==> config.mk <==
export PLATFORM = sky130hd
export DESIGN_NAME = load_store_unit
export DESIGN_NICKNAME = d
export VERILOG_FILES = /design/src/rtl/load_store_unit_pkg.sv /design/src/rtl/mem_lane_align.sv /design/src/rtl/load_store_unit.sv
export SDC_FILE = /design/constraint.sdc
export NUM_CORES = 1
export LEC_CHECK = 0
export CORE_MARGIN = 4
export CORE_UTILIZATION = 53
export DETAILED_ROUTE_END_ITERATION = 16
export GPL_TIMING_DRIVEN = 0
export PLACE_DENSITY = 0.95
export SETUP_SLACK_MARGIN = 0.3
export SYNTH_ARGS = -nofsm -noshare
export SYNTH_HDL_FRONTEND = slang
export SYNTH_SLANG_ARGS = --single-unit
==> constraint.sdc <==
create_clock -name CLK -period 5.4 [get_ports CLK]
set_input_delay 1.08 -clock CLK [delete_from_list [all_inputs] [get_ports CLK]]
set_output_delay 1.08 -clock CLK [all_outputs]
set_load 0.005 [all_outputs]
==> src/rtl/load_store_unit_pkg.sv <==
// Shared definitions for the RV32I load/store front-end: funct3 encodings,
// FSM state type and the request legality check.
package load_store_unit_pkg;

    localparam logic [2:0] FUNCT3_LB  = 3'd0;
    localparam logic [2:0] FUNCT3_LH  = 3'd1;
    localparam logic [2:0] FUNCT3_LW  = 3'd2;
    localparam logic [2:0] FUNCT3_LBU = 3'd4;
    localparam logic [2:0] FUNCT3_LHU = 3'd5;
    localparam logic [2:0] FUNCT3_SB  = 3'd0;
    localparam logic [2:0] FUNCT3_SH  = 3'd1;
    localparam logic [2:0] FUNCT3_SW  = 3'd2;

    typedef enum logic [2:0] {
        LSU_IDLE  = 3'd0,
        LSU_READ  = 3'd1,
        LSU_DATA  = 3'd2,
        LSU_WRITE = 3'd3,
        LSU_RESP  = 3'd4
    } lsu_state_t;

    // Illegal funct3 or misalignment for the access size; range is checked by the caller.
    function automatic logic access_error(input logic we, input logic [2:0] funct3,
                                          input logic [1:0] offset);
        logic err;
        err = 1'b0;
        if (we) begin
            case (funct3)
                FUNCT3_SB: err = 1'b0;
                FUNCT3_SH: err = offset[0];
                FUNCT3_SW: err = |offset;
                default:   err = 1'b1;
            endcase
        end else begin
            case (funct3)
                FUNCT3_LB, FUNCT3_LBU: err = 1'b0;
                FUNCT3_LH, FUNCT3_LHU: err = offset[0];
                FUNCT3_LW:             err = |offset;
                default:               err = 1'b1;
            endcase
        end
        return err;
    endfunction

endpackage

==> src/rtl/mem_lane_align.sv <==
// Combinational lane logic: extracts/extends a loaded byte or half, and merges
// store data into the old memory word for sub-word stores.
module mem_lane_align
    import load_store_unit_pkg::*;
(
    input  logic [2:0]  funct3,
    input  logic [1:0]  offset,
    input  logic [31:0] old_word,
    input  logic [31:0] wdata,
    output logic [31:0] load_data,
    output logic [31:0] store_word
);

    logic [7:0]  byte_s;
    logic [15:0] half_s;

    // Select the addressed lane and apply the load extension.
    always_comb begin
        case (offset)
            2'd0:    byte_s = old_word[7:0];
            2'd1:    byte_s = old_word[15:8];
            2'd2:    byte_s = old_word[23:16];
            2'd3:    byte_s = old_word[31:24];
            default: byte_s = 8'd0;
        endcase
        half_s = offset[1] ? old_word[31:16] : old_word[15:0];

        case (funct3)
            FUNCT3_LB:  load_data = {{24{byte_s[7]}}, byte_s};
            FUNCT3_LH:  load_data = {{16{half_s[15]}}, half_s};
            FUNCT3_LW:  load_data = old_word;
            FUNCT3_LBU: load_data = {24'd0, byte_s};
            FUNCT3_LHU: load_data = {16'd0, half_s};
            default:    load_data = 32'd0;
        endcase
    end

    // Replace the addressed byte/half of the old word with the store data.
    always_comb begin
        store_word = old_word;
        case (funct3)
            FUNCT3_SB: begin
                case (offset)
                    2'd0:    store_word = {old_word[31:8], wdata[7:0]};
                    2'd1:    store_word = {old_word[31:16], wdata[7:0], old_word[7:0]};
                    2'd2:    store_word = {old_word[31:24], wdata[7:0], old_word[15:0]};
                    2'd3:    store_word = {wdata[7:0], old_word[23:0]};
                    default: store_word = old_word;
                endcase
            end
            FUNCT3_SH: begin
                if (offset[1]) begin
                    store_word = {wdata[15:0], old_word[15:0]};
                end else begin
                    store_word = {old_word[31:16], wdata[15:0]};
                end
            end
            FUNCT3_SW: store_word = wdata;
            default:   store_word = old_word;
        endcase
    end

endmodule

==> src/rtl/load_store_unit.sv <==
// RV32I load/store front-end for a 1-cycle-latency word memory without byte
// enables: sub-word stores are done as read-modify-write.
module load_store_unit
    import load_store_unit_pkg::*;
#(
    parameter int ADDR_WIDTH = 10
) (
    input  logic                  CLK,
    input  logic                  RSTN,
    input  logic                  REQ_VALID,
    output logic                  REQ_READY,
    input  logic                  REQ_WE,
    input  logic [2:0]            REQ_FUNCT3,
    input  logic [31:0]           REQ_ADDR,
    input  logic [31:0]           REQ_WDATA,
    output logic                  RSP_VALID,
    output logic [31:0]           RSP_DATA,
    output logic                  RSP_ERR,
    output logic [ADDR_WIDTH-1:0] MEM_ADDRESS,
    output logic                  MEM_WRITE_ENABLE,
    output logic [31:0]           MEM_WRITE_DATA,
    input  logic [31:0]           MEM_READ_DATA
);

    lsu_state_t            state_q, state_d;
    logic                  we_q, we_d;
    logic [2:0]            funct3_q, funct3_d;
    logic [1:0]            offset_q, offset_d;
    logic [31:0]           wdata_q, wdata_d;
    logic [ADDR_WIDTH-1:0] mem_addr_q, mem_addr_d;
    logic [31:0]           mem_wdata_q, mem_wdata_d;
    logic                  rsp_valid_q, rsp_valid_d;
    logic [31:0]           rsp_data_q, rsp_data_d;
    logic                  rsp_err_q, rsp_err_d;

    logic                  req_err_s;
    logic [31:0]           load_data_s;
    logic [31:0]           store_word_s;

    assign req_err_s = access_error(REQ_WE, REQ_FUNCT3, REQ_ADDR[1:0])
                     | (|REQ_ADDR[31:ADDR_WIDTH+2]);

    mem_lane_align u_align (
        .funct3     (funct3_q),
        .offset     (offset_q),
        .old_word   (MEM_READ_DATA),
        .wdata      (wdata_q),
        .load_data  (load_data_s),
        .store_word (store_word_s)
    );

    // Next-state and datapath register updates for the request sequencer.
    always_comb begin
        state_d     = state_q;
        we_d        = we_q;
        funct3_d    = funct3_q;
        offset_d    = offset_q;
        wdata_d     = wdata_q;
        mem_addr_d  = mem_addr_q;
        mem_wdata_d = mem_wdata_q;
        rsp_valid_d = 1'b0;
        rsp_data_d  = rsp_data_q;
        rsp_err_d   = rsp_err_q;
        case (state_q)
            LSU_IDLE: begin
                if (REQ_VALID) begin
                    we_d       = REQ_WE;
                    funct3_d   = REQ_FUNCT3;
                    offset_d   = REQ_ADDR[1:0];
                    wdata_d    = REQ_WDATA;
                    mem_addr_d = REQ_ADDR[ADDR_WIDTH+1:2];
                    if (req_err_s) begin
                        state_d     = LSU_RESP;
                        rsp_valid_d = 1'b1;
                        rsp_data_d  = 32'd0;
                        rsp_err_d   = 1'b1;
                    end else if (REQ_WE && (REQ_FUNCT3 == FUNCT3_SW)) begin
                        // Full-word store needs no read of the old word.
                        state_d     = LSU_WRITE;
                        mem_wdata_d = REQ_WDATA;
                    end else begin
                        state_d = LSU_READ;
                    end
                end else begin
                    state_d = LSU_IDLE;
                end
            end
            LSU_READ: state_d = LSU_DATA;
            LSU_DATA: begin
                if (we_q) begin
                    mem_wdata_d = store_word_s;
                    state_d     = LSU_WRITE;
                end else begin
                    rsp_data_d  = load_data_s;
                    rsp_err_d   = 1'b0;
                    rsp_valid_d = 1'b1;
                    state_d     = LSU_RESP;
                end
            end
            LSU_WRITE: begin
                rsp_data_d  = 32'd0;
                rsp_err_d   = 1'b0;
                rsp_valid_d = 1'b1;
                state_d     = LSU_RESP;
            end
            LSU_RESP: state_d = LSU_IDLE;
            default:  state_d = LSU_IDLE;
        endcase
    end

    // State and output registers; reset abandons any operation in flight.
    always_ff @(posedge CLK or negedge RSTN) begin
        if (!RSTN) begin
            state_q     <= LSU_IDLE;
            we_q        <= 1'b0;
            funct3_q    <= 3'd0;
            offset_q    <= 2'd0;
            wdata_q     <= 32'd0;
            mem_addr_q  <= {ADDR_WIDTH{1'b0}};
            mem_wdata_q <= 32'd0;
            rsp_valid_q <= 1'b0;
            rsp_data_q  <= 32'd0;
            rsp_err_q   <= 1'b0;
        end else begin
            state_q     <= state_d;
            we_q        <= we_d;
            funct3_q    <= funct3_d;
            offset_q    <= offset_d;
            wdata_q     <= wdata_d;
            mem_addr_q  <= mem_addr_d;
            mem_wdata_q <= mem_wdata_d;
            rsp_valid_q <= rsp_valid_d;
            rsp_data_q  <= rsp_data_d;
            rsp_err_q   <= rsp_err_d;
        end
    end

    assign REQ_READY        = (state_q == LSU_IDLE);
    assign MEM_WRITE_ENABLE = (state_q == LSU_WRITE);
    assign MEM_ADDRESS      = mem_addr_q;
    assign MEM_WRITE_DATA   = mem_wdata_q;
    assign RSP_VALID        = rsp_valid_q;
    assign RSP_DATA         = rsp_data_q;
    assign RSP_ERR          = rsp_err_q;

endmodule

==> flow_summary.ini <==
[run_status]
outcome = finished clean

[clocking]
cts_tree = yes
cts_hold_buf = 0
cts_made_buffers = 17
clk_latency_ns = 0.43
post-cts-setup-buffers = 0
cts.sinks = 117
clk_pin_slew_ns = 0.05
cts-htree-levels = 4
cts.path.max_buffers = 2
cts-root-buf = clkbuf_16
cts_resized = 0

[global_routing]
grt_pass1_wl_um = 38700
grt_max_degree = 60
overflow = 0
antenna_found_initial = 1
grt_pass1_vias = 7003
track_usage_pct = 35.2

[sta]
timing.fmax_mhz = 330
worst_slack_ns = 2.37
setup_viol = 0
grt_setup_unrepaired = false
hold_viol = 0
slew_viol_final = 0
finalCriticalPeriod_ns = 3.03
setup_tns_ns = 0
holdWs_ns = 0.470
worst_pin_slew_ns = 1.03
fin_crit_sh_pct = 56.1
finalClockSkew_ns = 0.00719
slew_headroom_pct = 31.1

[finish]
final_cells = 1095
layout-drive-gt1-share_pct = 11.9
fin_nets = 1017
syn_to_final_growth_pct = 41.6
final_core_util_pct = 77.4
n_antenna_cell = 0

[placed_design]
post-place-ws_ns = 1.96
dp.cells = 1063
hpwl_um = 18500
place_congestion = 1.00
port-buffer-count = 180

[worst_setup_path]
crit_chain = clkdlybuf4s50_1 > nor2b_1 > nor3_1 > a2111oi_4 > a21boi_2 > buf_6 > mux2_2
critPathMaxStageDelay_ns = 0.55
crit_type = input pin to flip-flop
cp.required_ns = 5.70
slowest_stage = clkdlybuf4s50_1
reg2reg_from = funct3_q[0]
critPathMaxFanout = 10
cp_num_buf_inv = 2
critical-path-top-delay-family = buffers and inverters
endpoint_kind = flip-flop
critPathLaunchType = input pin
reg2reg_slack_ns = 2.73
ff2ff_path_depth = 6
r2r-end = MEM_WRITE_DATA[9]
worst-path-stages = 7
worstPathArrival_ns = 3.33

[floorplanning]
rows = 40
io_pins = 181
die_h_um = 120
die_x_um = 120
start_util_pct = 54.6
die_area_um2 = 14300
core_region_area_um2 = 12100

[route]
drt_iter0_drc = 1031
drc = 0
vias_per_cell = 6.29
num_vias = 6892
wl_per_cell_um = 23.1
wirelength_um = 25300
ant_nets = 0
first_pass_iters = 8

[logic_synthesis]
yosys_register_bits = 117
synthCells = 714
synth_flop_cell = dfrtp_1
yosysSeqAreaShare_pct = 44.2
synth_mux_area_share_pct = 11.2
synthSimpleGateAreaFrac_pct = 20.5
synth_fa_ha_area_share_pct = 0
synth_edf_count = 0
syn_area_um2 = 6620
ys_warn_count = 0
synth_cell_types = 56
syn_avg_cell_area_um2 = 9.27
synth_xor_area_share_pct = 0
synth_compound_area_share_pct = 19.8
async_flop_share_pct = 100
synth.net_count = 817
synth_top_family_by_area = simple AND/OR/NAND/NOR gates

[power]
power.leakage_uw = 0.00402
p_per_area_nw_per_um2 = 316
ir_drop_v = 0.000288

[hold_path]
min-delay-start = MEM_ADDRESS[5]
min_to = MEM_ADDRESS[5]
worstHoldPathType = flip-flop to flip-flop
min_path_cells = 2

[flow_run]
maxCapViolations = 0
-- synth_stat cells (3+ instances only) --
| cell type | instances | area (um2) |
|---|---|---|
| o21ai_0 | 31 | 155 |
| clkbuf_1 | 37 | 139 |
| or3b_2 | 3 | 26.3 |
| a31oi_1 | 17 | 106 |
| nor2b_1 | 21 | 131 |
| a221oi_1 | 18 | 158 |
| buf_2 | 9 | 45.0 |
| nor4_1 | 5 | 31.3 |
| nand3_1 | 10 | 50.1 |
| a222oi_1 | 3 | 30.0 |
| and3_1 | 11 | 68.8 |
| o22ai_1 | 8 | 50.1 |
| dfrtp_1 | 117 | 2930 |
| buf_6 | 3 | 33.8 |
| a211oi_1 | 18 | 135 |
| mux4_2 | 7 | 158 |
| a22oi_1 | 5 | 37.5 |
| or2_2 | 5 | 31.3 |
| nand2b_1 | 5 | 31.3 |
| nand4_1 | 8 | 50.1 |
| a21o_1 | 5 | 37.5 |
| nand2_1 | 166 | 623 |
| mux2_2 | 40 | 450 |
| o2bb2ai_1 | 32 | 280 |
| nor2_1 | 36 | 135 |
| a21oi_1 | 14 | 70.1 |
| inv_1 | 9 | 33.8 |
| mux2i_1 | 13 | 130 |
| nor3_1 | 5 | 25.0 |
| o211ai_1 | 11 | 82.6 |
| and2_1 | 9 | 56.3 |
-- registers in the layout, indices dropped and copies added, names as in the netlist --
| name | count |
|---|---|
| state_q | 3 |
| we_q | 1 |
| funct3_q | 3 |
| RSP_ERR | 1 |
| MEM_ADDRESS | 10 |
| MEM_WRITE_DATA | 32 |
| RSP_VALID | 1 |
| wdata_q | 32 |
| RSP_DATA | 32 |
| offset_q | 2 |
-- how the worst max path moves through the flow --
| stage | from | end | slack, ns |
|---|---|---|---|
| after floorplan | REQ_ADDR[15] | MEM_WRITE_DATA[0] | 2.70 |
| after global placement | RSTN | wdata_q[4] | -1.22 |
| after detailed placement | REQ_FUNCT3[0] | MEM_WRITE_DATA[22] | 1.96 |
| after CTS | REQ_FUNCT3[0] | MEM_WRITE_DATA[2] | 2.38 |
| after global routing | REQ_FUNCT3[0] | MEM_WRITE_DATA[23] | 2.25 |
| final | REQ_FUNCT3[0] | MEM_WRITE_DATA[2] | 2.37 |
-- stage by stage --
stage                     total power (uW)  instance area [um2]
after detailed placement              1580                 8660
final                                 2960                 9370
after floorplan                       1300                 6620
after global placement                1570                 8630
after CTS                             2940                 9370
after global routing                  3050                 9370
-- power by group --
group	internal, uW	switching (uW)	leakage [uW]	total (uW)
logic	260	351	0.00220	611
registers	931	56.2	0.00148	987
clock network	948	417	0.000342	1370
-- per-layer routing --
| metal | global-route usage, % | vias up | wire length, um |
|---|---|---|---|
| met5 | 0 | - | 13 |
| met4 | 15.4 | 2 | 1210 |
| met3 | 10.7 | 122 | 2800 |
| met2 | 55.5 | 482 | 11600 |
| met1 | 45.1 | 3284 | 9710 |
| li1 | - | 3002 | - |
-- cells by family after synthesis --
| logic type | after synthesis |
|---|---|
| muxes | 60 |
| buffers and inverters | 63 |
| and+or+nand+nor | 295 |
| AOI/OAI and AO/OA | 179 |
| DFF | 117 |
-- placed cells by master (no fill, tap or decap), types with 13 or more instances in the layout --
cell / count
a31oi_1: 17
a211oi_1: 18
mux2_2: 40
nor2_1: 36
nand2_1: 166
a21oi_1: 14
clkdlybuf4s50_1: 179
nor2b_1: 21
o2bb2ai_1: 32
clkbuf_1: 37
mux2i_1: 13
a221oi_1: 18
clkbuf_16: 17
o21ai_0: 31
dfrtp_1: 117
-- final cells by class --
type                       count  area [um2]
multi-input combinational    534        3410
timing repair buffer         181        1830
clock buffer                  20         467
buffer                        54         245
sequential                   117        2930
clock inverter                12         248
inverter                       9        33.8
tap                          168         210
fill                         852        2740
-- tightest hold or removal path, delay by kind of cell, from the launching register on --
| family | cells | cell delay (ns) |
|---|---|---|
| simple gates | 2 | 0.10 |
| flops | 1 | 0.34 |
(Power assumes the default switching activity.)
